$ cat src/rtl/audio_pkg.sv
// Shared widths, sample types and saturation helpers for the audio mix path.
package audio_pkg;
  localparam int SAMPLE_W = 16;
  localparam int MIX_W    = 18;
  localparam int VOL_W    = 5;
  localparam int VOL_MAX  = 16;
  localparam int PROD_W   = 23;
  localparam int SHIFT_W  = PROD_W - 4;

  typedef logic signed [SAMPLE_W-1:0] sample_t;
  typedef logic signed [MIX_W-1:0]    mix_t;
  typedef logic signed [PROD_W-1:0]   prod_t;
  typedef logic signed [SHIFT_W-1:0]  scaled_t;

  localparam scaled_t POS_LIM = 19'sd32767;
  localparam scaled_t NEG_LIM = -19'sd32768;

  function automatic logic is_clipped(input scaled_t x);
    return (x > POS_LIM) || (x < NEG_LIM);
  endfunction

  function automatic sample_t saturate16(input scaled_t x);
    sample_t r;
    if (x > POS_LIM) begin
      r = 16'sh7fff;
    end else if (x < NEG_LIM) begin
      r = 16'sh8000;
    end else begin
      r = x[SAMPLE_W-1:0];
    end
    return r;
  endfunction
endpackage

$ cat src/rtl/audio_rate_gen.sv
// Fractional phase accumulator producing one registered tick per output sample
// period; spacing alternates between floor and ceil of CLK_HZ/SAMPLE_HZ.
module audio_rate_gen #(
  parameter int CLK_HZ    = 14318180,
  parameter int SAMPLE_HZ = 48000
) (
  input  logic clk,
  input  logic reset_n,
  output logic tick
);
  localparam int ACC_W = $clog2(CLK_HZ + SAMPLE_HZ);
  localparam logic [ACC_W-1:0] STEP = ACC_W'(SAMPLE_HZ);
  localparam logic [ACC_W-1:0] WRAP = ACC_W'(CLK_HZ);

  logic [ACC_W-1:0] acc_r;
  logic [ACC_W-1:0] sum_s;
  logic             wrap_s;
  logic             tick_r;

  assign sum_s  = acc_r + STEP;
  assign wrap_s = (sum_s >= WRAP);
  assign tick   = tick_r;

  // Phase accumulation with remainder carry keeps the long-term rate exact.
  always_ff @(posedge clk or negedge reset_n) begin
    if (!reset_n) begin
      acc_r  <= '0;
      tick_r <= 1'b0;
    end else begin
      acc_r  <= wrap_s ? (sum_s - WRAP) : sum_s;
      tick_r <= wrap_s;
    end
  end
endmodule

$ cat src/rtl/audio_mix_decimator.sv
// Mixes DOC PCM with a decaying Apple II speaker step, applies a ramped master
// volume with saturation, and decimates to SAMPLE_HZ with a one-cycle strobe.
module audio_mix_decimator
  import audio_pkg::*;
#(
  parameter int CLK_HZ            = 14318180,
  parameter int SAMPLE_HZ         = 48000,
  parameter int SPK_AMP           = 8192,
  parameter int DECAY_PERIOD_LOG2 = 10,
  parameter int RAMP_PERIOD_LOG2  = 10
) (
  input  logic        CLK_14M,
  input  logic        reset_n,
  input  logic [15:0] doc_in,
  input  logic        doc_valid,
  input  logic        speaker_state,
  input  logic [4:0]  vol,
  input  logic        mute,
  output logic [15:0] audio_l,
  output logic [15:0] audio_r,
  output logic        sample_strobe,
  output logic        clip
);
  localparam sample_t SPK_POS = sample_t'(SPK_AMP);
  localparam sample_t SPK_NEG = sample_t'(-SPK_AMP);
  localparam logic [VOL_W-1:0] VOL_TOP = VOL_W'(VOL_MAX);

  sample_t doc_hold_r, spk_level_r, spk_next_s, spk_decay_s, s3_r, out_sample_r;
  logic    spk_prev_r, edge_s, decay_tick_s, ramp_tick_s, spk_small_s, rate_tick_s;
  logic [DECAY_PERIOD_LOG2-1:0] decay_cnt_r;
  logic [RAMP_PERIOD_LOG2-1:0]  ramp_cnt_r;
  logic [VOL_W-1:0] vol_eff_r, vol_tgt_s, vol_next_s;
  mix_t    s1_r;
  prod_t   s2_r, s1_ext_s, vol_ext_s;
  scaled_t scaled_s;
  logic    s3_sat_r, clip_pend_r, strobe_r, clip_r;

  assign edge_s       = speaker_state ^ spk_prev_r;
  assign decay_tick_s = &decay_cnt_r;
  assign ramp_tick_s  = &ramp_cnt_r;
  assign spk_small_s  = (spk_level_r > -16'sd16) && (spk_level_r < 16'sd16);
  assign spk_decay_s  = spk_level_r - (spk_level_r >>> 4);

  // Speaker level: a toggle re-arms the full step and takes priority over decay.
  always_comb begin
    spk_next_s = spk_level_r;
    if (edge_s) begin
      spk_next_s = speaker_state ? SPK_POS : SPK_NEG;
    end else if (decay_tick_s) begin
      spk_next_s = spk_small_s ? 16'sd0 : spk_decay_s;
    end else begin
      spk_next_s = spk_level_r;
    end
  end

  // Volume target and one-step ramp toward it for click-free changes.
  always_comb begin
    vol_tgt_s  = 5'd0;
    vol_next_s = vol_eff_r;
    if (mute) begin
      vol_tgt_s = 5'd0;
    end else if (vol > VOL_TOP) begin
      vol_tgt_s = VOL_TOP;
    end else begin
      vol_tgt_s = vol;
    end
    if (!ramp_tick_s) begin
      vol_next_s = vol_eff_r;
    end else if (vol_eff_r < vol_tgt_s) begin
      vol_next_s = vol_eff_r + 5'd1;
    end else if (vol_eff_r > vol_tgt_s) begin
      vol_next_s = vol_eff_r - 5'd1;
    end else begin
      vol_next_s = vol_eff_r;
    end
  end

  // Input capture, speaker state, free-running timers and effective volume.
  always_ff @(posedge CLK_14M or negedge reset_n) begin
    if (!reset_n) begin
      doc_hold_r  <= 16'sd0;
      spk_prev_r  <= 1'b0;
      spk_level_r <= 16'sd0;
      decay_cnt_r <= '0;
      ramp_cnt_r  <= '0;
      vol_eff_r   <= 5'd0;
    end else begin
      if (doc_valid) begin
        doc_hold_r <= doc_in;
      end else begin
        doc_hold_r <= doc_hold_r;
      end
      spk_prev_r  <= speaker_state;
      spk_level_r <= spk_next_s;
      decay_cnt_r <= edge_s ? '0 : decay_cnt_r + DECAY_PERIOD_LOG2'(1);
      ramp_cnt_r  <= ramp_cnt_r + RAMP_PERIOD_LOG2'(1);
      vol_eff_r   <= vol_next_s;
    end
  end

  // Dropping the low 4 product bits is the >>>4 that undoes the 0..16 gain scale.
  assign s1_ext_s  = prod_t'(s1_r);
  assign vol_ext_s = prod_t'(vol_eff_r);
  assign scaled_s  = s2_r[PROD_W-1:4];

  // Three-stage mix: sum, gain, saturate.
  always_ff @(posedge CLK_14M or negedge reset_n) begin
    if (!reset_n) begin
      s1_r     <= 18'sd0;
      s2_r     <= 23'sd0;
      s3_r     <= 16'sd0;
      s3_sat_r <= 1'b0;
    end else begin
      s1_r     <= mix_t'(doc_hold_r) + mix_t'(spk_level_r);
      s2_r     <= s1_ext_s * vol_ext_s;
      s3_r     <= saturate16(scaled_s);
      s3_sat_r <= is_clipped(scaled_s);
    end
  end

  audio_rate_gen #(
    .CLK_HZ   (CLK_HZ),
    .SAMPLE_HZ(SAMPLE_HZ)
  ) u_rate (
    .clk    (CLK_14M),
    .reset_n(reset_n),
    .tick   (rate_tick_s)
  );

  // Output sample register; clip reports any saturation since the last strobe.
  always_ff @(posedge CLK_14M or negedge reset_n) begin
    if (!reset_n) begin
      out_sample_r <= 16'sd0;
      strobe_r     <= 1'b0;
      clip_r       <= 1'b0;
      clip_pend_r  <= 1'b0;
    end else if (rate_tick_s) begin
      out_sample_r <= s3_r;
      strobe_r     <= 1'b1;
      clip_r       <= clip_pend_r | s3_sat_r;
      clip_pend_r  <= 1'b0;
    end else begin
      out_sample_r <= out_sample_r;
      strobe_r     <= 1'b0;
      clip_r       <= 1'b0;
      clip_pend_r  <= clip_pend_r | s3_sat_r;
    end
  end

  assign audio_l       = out_sample_r;
  assign audio_r       = out_sample_r;
  assign sample_strobe = strobe_r;
  assign clip          = clip_r;
endmodule
$ cat config.mk
export PLATFORM = sky130hd
export DESIGN_NAME = audio_mix_decimator
export DESIGN_NICKNAME = d
export VERILOG_FILES = /design/src/rtl/audio_pkg.sv /design/src/rtl/audio_rate_gen.sv /design/src/rtl/audio_mix_decimator.sv
export SDC_FILE = /design/constraint.sdc
export NUM_CORES = 1
export LEC_CHECK = 0
export CORE_MARGIN = 3
export CORE_UTILIZATION = 29
export DETAILED_ROUTE_END_ITERATION = 10
export DONT_BUFFER_PORTS = 1
export PLACE_DENSITY_LB_ADDON = 0.1
export RECOVER_POWER = 100
export SLEW_MARGIN = 20
export SYNTH_ARGS = -nofsm -noshare
export SYNTH_HDL_FRONTEND = slang
export SYNTH_SLANG_ARGS = --single-unit
$ cat constraint.sdc
create_clock -name CLK_14M -period 4.9 [get_ports CLK_14M]
set_input_delay 0.98 -clock CLK_14M [delete_from_list [all_inputs] [get_ports CLK_14M]]
set_output_delay 0.98 -clock CLK_14M [all_outputs]
set_load 0.005 [all_outputs]
=== Word level (Yosys, flattened, before mapping) ===
Cells that the tools add are included.

* Bits of input ports: 26
* Memory bits (writable): 0
* Memories kept: 0
* Bits in read-only memories: 0
* Output and inout bits: 34
* Latch bits: 0
* Word-level logic and storage cells: 56
* Flip-flop bits (word level): 159

* Magnitude comparators: 8
* Equal/unequal tests: 0
* $add $sub $neg: 8
* Reduce and logical (&&, ||, !) cells: 6
* Multiplexer cells: 15
* Bitwise logic cells: 2
* Multipliers: 1
* Shifts and indexed selects: 0
* Divide/modulo/power cells: 0

{| class="wikitable"
|+ Operator list
! kind !! number
|-
| two-way mux 16 bit || 6
|-
| adder 24 x 16 -> 24 bit, second input constant || 1
|-
| >= comparator 24 bit, second input constant || 1
|-
| two-way mux 24 bit || 1
|-
| subtractor 24 bit, second input constant || 1
|-
| multiplier 17 x 6 -> 23 bit || 1
|-
| adder 10 x 1 -> 10 bit, second input constant || 2
|-
| two-way mux 5 bit || 4
|-
| > comparator 19 x 16 -> 1 bit, second input constant || 1
|-
| < comparator 19 x 16 -> 1 bit, second input constant || 1
|-
| adder 16 x 16 -> 17 bit || 1
|-
| > comparator 16 x 5 -> 1 bit, second input constant || 1
|-
| < comparator 16 x 6 -> 1 bit, second input constant || 1
|-
| subtractor 16 x 12 -> 16 bit || 1
|-
| AND reduction 11 bit || 1
|-
| two-way mux 10 bit || 1
|-
| AND reduction 10 bit || 1
|-
| adder 5 x 1 -> 5 bit, second input constant || 1
|-
| > comparator 5 bit || 1
|-
| > comparator 5 bit, second input constant || 1
|-
| < comparator 5 bit || 1
|-
| subtractor 5 x 1 -> 5 bit, second input constant || 1
|-
| nonzero test 2 bit || 2
|-
| two-way mux 1 bit || 3
|-
| other kinds (4) || 4
|}

=== Longest topological paths before layout ===
Gate-level depths: netlist of the first run.

* Depth after elaboration: 6
* Depth in mapped cells: 16
* Depth with buffers taken out: 15

=== Cells and area by module ===
Synthesis of the first run repeated with hierarchy kept, for this count alone.

* Cell total of the unflattened synthesis: 1132
* Area total of the unflattened synthesis: 11330.9 µm²

{| class="wikitable"
|+ Modules (own cells, without submodules)
! module !! times used !! cells an instance !! sequential area each (µm²) !! area each (µm²)
|-
| audio_mix_decimator || 1 || 926 || 3253.1 || 9341.5
|-
| audio_rate_gen || 1 || 206 || 575.6 || 1989.4
|}

=== Least setup slack after synthesis of the first run ===
No wires, ideal clock.

* Path type: reg2reg
* From: register vol_eff_r[1]
* To: register s2_r[21]
* Arrival: 4.521 ns
* Buffers on the path: 1
* Clock period less this slack: 4.673 ns
* Slack: 0.227 ns
* Required time: 4.748 ns
* Setup time: 0.152 ns
* Cell stages (with the launch flop): 17
* Path through: dfrtp_1 clkbuf_1 and2_1 fa_1 inv_1 fa_1 fa_1 inv_1 ha_1 a21o_1 a21oi_1 o21bai_1 a2111o_1 a31o_2 a2111oi_0 or3_1 o311ai_0

* Cells in the longest elaborated chain, start to end: 1

{| class="wikitable"
|+ Ends and longest elaborated chain
! item !! line !! text
|-
| start: declaration || audio_mix_decimator.sv:32 || <nowiki>logic [VOL_W-1:0] vol_eff_r, vol_tgt_s, vol_next_s;</nowiki>
|-
| start signal: assignment || audio_mix_decimator.sv:97 || <nowiki>vol_eff_r <= vol_next_s;</nowiki>
|-
| multiplier 17 x 6 -> 23 bit || audio_mix_decimator.sv:115 || <nowiki>s2_r <= s1_ext_s * vol_ext_s;</nowiki>
|-
| end signal: assignment || audio_mix_decimator.sv:115 ||
|-
| end: declaration || audio_mix_decimator.sv:34 || <nowiki>prod_t s2_r, s1_ext_s, vol_ext_s;</nowiki>
|}

Every way passes these cells.
A chain may end at the register's enable or synchronous reset.

=== Worst setup path after layout of the first run ===
* From: register vol_eff_r[2]
* To: register s2_r[21]

The elaborated chain is that of the path after synthesis.

==> results.py, run 1 <==
metrics = {
    "routing": {
        "drt_iter0_drc": 344,
        "drtAntennaViolNets": 0,
        "wl_per_cell_um": 14.1,
        "vias": 7344,
        "route.detailed.drc": 0,
        "drt_wl_total_um": 23000,
        "vias_per_cell": 4.51,
        "dr.pass1.iters": 5,
    },
    "critical_path": {
        "worst_setup_path_start_kind": "register",
        "r2r.worst_path.cells": 15,
        "arrival_ns": 4.90,
        "slowest_stage": "fa_1",
        "crit_type": "register to register",
        "cp_common_cell": "fa_1",
        "cp-end-kind": "register",
        "slowest_delay_ns": 0.55,
        "crit_chain": "and2_1 > fa_1 > inv_1 > fa_1 > fa_1 > inv_1 > ha_1 > a21o_1 > a21oi_1 > o21bai_1 > a2111o_1 > a31o_2 > a2111oi_2 > or3_1 > o311ai_0",
        "critPathTopFamily": "adder cells",
        "cp_num_buf_inv": 2,
        "cp_max_fo": 9,
        "worst-path-stages": 15,
        "required_ns": 5.19,
    },
    "pwr": {
        "p_leak_nw": 5.54,
        "peakVddDrop_mv": 0.252,
        "power_density_nw_per_um2": 377,
    },
    "yosys": {
        "syn-num-nets": 1286,
        "synthesis.area_um2": 11200,
        "synth_edf_count": 0,
        "async_reset_ff_share_pct": 100,
        "yosys-top-cells-area": "dfrtp_1 (34%), fa_1 (9.9%), ha_1 (9.9%)",
        "netlist_top_cells_count": "dfrtp_1 (153), inv_1 (132), ha_1 (88)",
        "ys_ff_latch": 153,
        "synth_cells": 1117,
        "yosys.area.top_type_share_pct": 34.3,
        "yosysWarnings": 0,
        "ys.flop_type": "dfrtp_1",
        "synth_area_per_cell_um2": 9.98,
        "synth_top_area_cell": "dfrtp_1",
        "yosysSeqAreaShare_pct": 34.3,
        "yosysMostFrequentCell": "dfrtp_1",
        "synth_cell_types": 86,
    },
    "sta": {
        "fin_skew_ns": 0.00782,
        "rsz0062_at_grt": "no",
        "setup_slack_ns": 0.292,
        "final_max_slew_viol_count": 0,
        "tightest_slew_ns": 1.43,
        "clock.fmax_ghz": 0.217,
        "fin_crit_ns": 4.61,
        "setup_tns_ns": 0,
        "finalHoldViolCount": 0,
        "slew_headroom_pct": 3.81,
        "setup_viol": 0,
        "fin_crit_sh_pct": 94.0,
    },
    "placed_design": {
        "io_buffer_count": 0,
        "gp_congestion": 0.786,
        "dp_slack_ns": 0.0997,
        "dp.cells": 1598,
        "dpl.hpwl_um": 17200,
    },
    "die": {
        "fp.dieW_um": 202,
        "initial_core_util_pct": 29.5,
        "io_pins": 60,
        "coreArea_um2": 37800,
        "die_h_um": 202,
        "rows": 71,
        "dieArea_um2": 40800,
    },
    "global_routing": {
        "grt_max_degree": 154,
        "grt_pass1_vias": 7863,
        "grt_first_pass_wirelength_um": 40200,
        "antenna_found_initial": 0,
        "grt_use_total_pct": 12.0,
        "grt_overflow": 0,
    },
    "cells_and_area": {
        "fin_cells": 1630,
        "syn2layout_area_growth_pct": 9.06,
        "fin_nets": 1275,
        "diodes": 0,
        "drive_above_1_share_pct": 9.20,
    },
    "job": {
        "maxCapViolCount": 0,
    },
    "clocking": {
        "clock_latency_ns": 0.43,
        "root_buffer": "clkbuf_16",
        "h-tree-depth": 4,
        "post_cts_buffers": 0,
        "clk_pin_slew_ns": 0.06,
        "holdBufCountCts": 0,
        "cts_made_buffers": 17,
        "cts_sinks": 153,
        "cts_resized": 0,
        "cts_tree": "done",
        "ctsLongestPathBuffers": 2,
    },
    "worst_hold_path": {
        "hold_class": "input port to async pin",
    },
    "outcome": {
        "status": "completed",
    },
}
[cell families after synthesis]
group	after synthesis	share of synthesized area (%)
flip-flops	153	34.3
XOR/XNOR	80	6.28
multiplexers	35	3.51
adder cells (fa/ha/maj)	144	19.8
AO/OA/AOI/OAI	204	13.4
buffers and inverters	172	6.64
AND/OR/NAND/NOR	329	16.0
[layout by cell type (no fill, tap or decap), types with 4 or more instances in the layout]
master       n
o41ai_1      5
a21o_1      13
a21oi_1     44
o21bai_1     4
a22o_1       8
or3_1       10
a21boi_0     6
buf_4        6
o31ai_1     10
nor2_1      68
xnor2_1     53
inv_1      132
nand3_1     17
and2_1      80
nor4_1      10
xor2_1      27
ha_1        88
o311ai_0     8
mux2_2      33
a211oi_1     6
o21ai_0     33
dfrtp_1    152
nand4_1     13
nor2b_1     12
nor3_1      15
clkbuf_16   17
fa_1        55
o21a_1      28
and3_1       4
nand2b_1     6
a31oi_1      6
nand2_1     60
clkbuf_1     4
[path summary, 6_finish.rpt]
kind / slack (ns) / end / start
hold / removal: 0.24 / clip$_DFF_PN0_ / reset_n
max in group asynchronous: 4.46 / spk_level_r[3]$_DFFE_PN0P_ / reset_n
setup reg to reg: 0.29 / s2_r[21]$_DFF_PN0_ / vol_eff_r[2]$_DFFE_PN0P_
hold reg to reg: 0.46 / s3_r[15]$_DFF_PN0_ / s2_r[22]$_DFF_PN0_
setup / recovery: 0.29 / s2_r[21]$_DFF_PN0_ / vol_eff_r[2]$_DFFE_PN0P_
min in group CLK_14M: 0.46 / s3_r[15]$_DFF_PN0_ / s2_r[22]$_DFF_PN0_
[state kept, by name (all words and copies together), names as in the netlist]
signal,count
audio_l,16
clip,1
clip_pend_r,1
decay_cnt_r,10
doc_hold_r,16
ramp_cnt_r,10
s1_r,17
s2_r,19
s3_r,16
s3_sat_r,1
sample_strobe,1
spk_level_r,16
spk_prev_r,1
u_rate.acc_r,22
u_rate.tick,1
vol_eff_r,5
[where the power goes]
| group | leakage, nW | internal, W | switching (W) | total, W |
|---|---|---|---|---|
| combinational | 3.37 | 0.000787 | 0.000943 | 0.00173 |
| sequential | 1.90 | 0.00148 | 0.000104 | 0.00158 |
| clock | 0.272 | 0.000739 | 0.000531 | 0.00127 |
| total | 5.54 | 0.00301 | 0.00158 | 0.00458 |
[stage by stage]
| stage | utilization [%] | total power, W | cell area, um^2 | hold slack [ns] |
|---|---|---|---|---|
| final | 32.2 | 0.00458 | 12200 | 0.241 |
| after global routing | 32.2 | 0.00504 | 12200 | 0.203 |
| after CTS | 32.3 | 0.00468 | 12200 | 0.206 |
| after detailed placement | 30.8 | 0.00335 | 11600 | 0.447 |
| after global placement | 30.8 | 0.00337 | 11600 | 0.452 |
| after floorplan | - | 0.00297 | 11200 | 0.352 |
[area by class of cell]
class,instances,area (um^2)
multi-input combinational,792,6560
clock inverter,10,93.8
tap,511,639
timing repair buffer,10,67.6
clock buffer,22,474
inverter,132,495
sequential,153,3830
fill,3956,25600
[per-layer routing]
| layer | vias to the layer above | GRT usage [%] | wire length (um) |
|---|---|---|---|
| li1 | 3756 | - | - |
| met1 | 3485 | 17.0 | 12100 |
| met2 | 83 | 18.4 | 9930 |
| met3 | 20 | 2.45 | 573 |
| met4 | 0 | 3.79 | 354 |
| met5 | - | 0 | 0 |
Note: power is estimated with default switching activity, not from simulation.
==> inputs of run 2 (changes only) <==
Settings changed: CORE_UTILIZATION 29 to 40.
==> run 2 against run 1 <==
The flow now finishes with violations (max-capacitance violations, max-slew violations). Sequential share of layout area rose by 0.53 points. Setup slack got worse by 0.078 ns. Flip-flop and latch count did not move. Register-to-register slack got worse by 0.08 ns. Design area fell by 1.6%. Critical path type unchanged. Global-route usage rose by 2.4 points. First-iteration DRC count rose by 0.58%. Power fell by 0.76%. Via count barely moved. Clock power barely moved. Maximum frequency fell by 1.7%.
==> results.py, run 2 (synthesis gave the netlist of run 1 again) <==
metrics = {
    "pwr": {
        "p_leak_nw": 5.52,
        "power_density_nw_per_um2": 380,
        "peakVddDrop_mv": 0.213,
    },
    "cells_and_area": {
        "fin_cells": 1488,
        "mostFrequentLayoutCells": "dfrtp_1 (150), inv_1 (132), ha_1 (88), and2_1 (79), nor2_1 (68)",
        "fin_nets": 1272,
        "nFillCells": 2670,
        "largest_reg_flops": 22,
        "drive_above_1_share_pct": 9.32,
        "final_common_cell": "dfrtp_1",
        "diodes": 0,
        "regMostFlops": "u_rate.acc_r",
        "top_regs": "u_rate.acc_r: 22 flops, s2_r: 19 flops, s1_r: 17 flops",
        "syn2layout_area_growth_pct": 7.31,
    },
    "clocking": {
        "post_cts_buffers": 0,
        "h-tree-depth": 4,
        "cts_made_buffers": 17,
        "cts_tree": "done",
        "cts_sinks": 153,
        "clock_latency_ns": 0.43,
        "root_buffer": "clkbuf_16",
        "clk_pin_slew_ns": 0.06,
        "ctsLongestPathBuffers": 2,
    },
    "die": {
        "rows": 60,
        "coreArea_um2": 27200,
        "dieArea_um2": 29900,
        "fp.dieW_um": 173,
        "io_pins": 60,
        "die_h_um": 173,
        "initial_core_util_pct": 41.0,
    },
    "placed_design": {
        "dpl.hpwl_um": 15700,
        "gp_congestion": 0.787,
        "io_buffer_count": 0,
        "dp.cells": 1456,
    },
    "sta": {
        "rsz0062_at_grt": "no",
        "fin_skew_ns": 0.0189,
        "slew_headroom_pct": -0.374,
        "tightest_slew_ns": 1.50,
        "clock.fmax_ghz": 0.213,
        "fin_crit_ns": 4.69,
        "fin_crit_sh_pct": 95.6,
        "setup_tns_ns": 0,
        "final_max_slew_viol_count": 1,
        "setup_viol": 0,
        "finalHoldViolCount": 0,
    },
    "outcome": {
        "status": "finished, violations left",
        "failed_checks": "max-capacitance violations, max-slew violations",
    },
    "routing": {
        "vias_per_cell": 4.94,
        "drt_wl_total_um": 21100,
        "drt_iter0_drc": 346,
        "vias": 7350,
        "route.detailed.drc": 0,
        "wl_per_cell_um": 14.2,
        "drtAntennaViolNets": 0,
        "dr.pass1.iters": 4,
    },
    "global_routing": {
        "grt_overflow": 0,
        "grt_pass1_vias": 7397,
        "grt_first_pass_wirelength_um": 36200,
        "grt_max_degree": 154,
        "grt_use_total_pct": 14.4,
        "antenna_found_initial": 0,
    },
    "critical_path": {
        "arrival_ns": 4.95,
        "cp_max_fo": 8,
        "required_ns": 5.17,
        "worst_setup_path_start_kind": "register",
        "crit_type": "register to register",
        "cp-end-kind": "register",
    },
    "job": {
        "maxCapViolCount": 1,
    },
    "worst_hold_path": {
        "hold_class": "input port to async pin",
    },
}
## run 2: cell count changes in the layout (fill, tap and decap cells not counted), sizes merged
cell / before / now
clkinvlp: 3 / 1
bufinv: 1 / 0
inv: 133 / 141
buf: 6 / 5
clkinv: 5 / 4
clkbuf: 26 / 20
## run 2: report_power, final
part,internal [W],switching (W)
clock network,0.000671,0.000586
logic,0.000776,0.000937
registers,0.00148,0.0000991
total,0.00293,0.00162
## run 2: critical path: stages (launching register included)
cell and delay [ns]:
dfrtp_1 0.44, and2_0 0.19, fa_1 0.53, inv_1 0.05, fa_1 0.46, fa_1 0.54
inv_1 0.04, ha_1 0.29, a21o_1 0.17, a21oi_1 0.22, o21bai_1 0.12, a2111o_1 0.46
a31o_2 0.24, a2111oi_2 0.42, or3_1 0.21, o311ai_0 0.14
## run 2: path summary, 6_finish.rpt
check / from / end / slack [ns] / cells after the start
setup reg to reg: vol_eff_r[2]$_DFFE_PN0P_ / s2_r[21]$_DFF_PN0_ / 0.21 / 15
setup / recovery: vol_eff_r[2]$_DFFE_PN0P_ / s2_r[21]$_DFF_PN0_ / 0.21 / 15
min in group CLK_14M: s2_r[22]$_DFF_PN0_ / s3_r[15]$_DFF_PN0_ / 0.44 / 0
max in group asynchronous: reset_n / vol_eff_r[4]$_DFFE_PN0P_ / 4.24 / 0
hold / removal: reset_n / audio_l[14]$_DFFE_PN0P_ / 0.25 / 0
hold reg to reg: s2_r[22]$_DFF_PN0_ / s3_r[15]$_DFF_PN0_ / 0.44 / 0
## run 2: what timing repair did
item,in CTS,in global routing
hold buffers,0,0
gates resized for setup,0,7
setup endpoints to repair,0,3
## run 2: per-layer routing
layer  wire length, um  GRT usage (%)
met2              9330           22.9
met4               203           3.48
met5                 0              0
met1             11000           20.4
met3               534           2.64
## run 2: cell type report
class,count,area (um^2),share of cell area (%)
multi-input cells,792,6570,54.9
clock buffers,18,429,3.59
inverters,132,495,4.14
clock inverters,14,129,1.08
flip-flops and latches,153,3830,32.0
repair buffers,7,45.0,0.376
well taps,372,465,3.89
## run 2: stage by stage
stage                     instance area [um^2]  setup slack, ns  hold WS (ns)  power [W]  util (%)
after detailed placement                 11400           0.0850         0.433    0.00331      42.0
after floorplan                          11200            0.227         0.352    0.00297         -
after global routing                     12000           0.0402         0.226    0.00495      44.0
after CTS                                12000           0.0904         0.225    0.00462      44.1
after global placement                   11400            0.134         0.439    0.00330      42.0
final                                    12000            0.213         0.253    0.00455      44.0
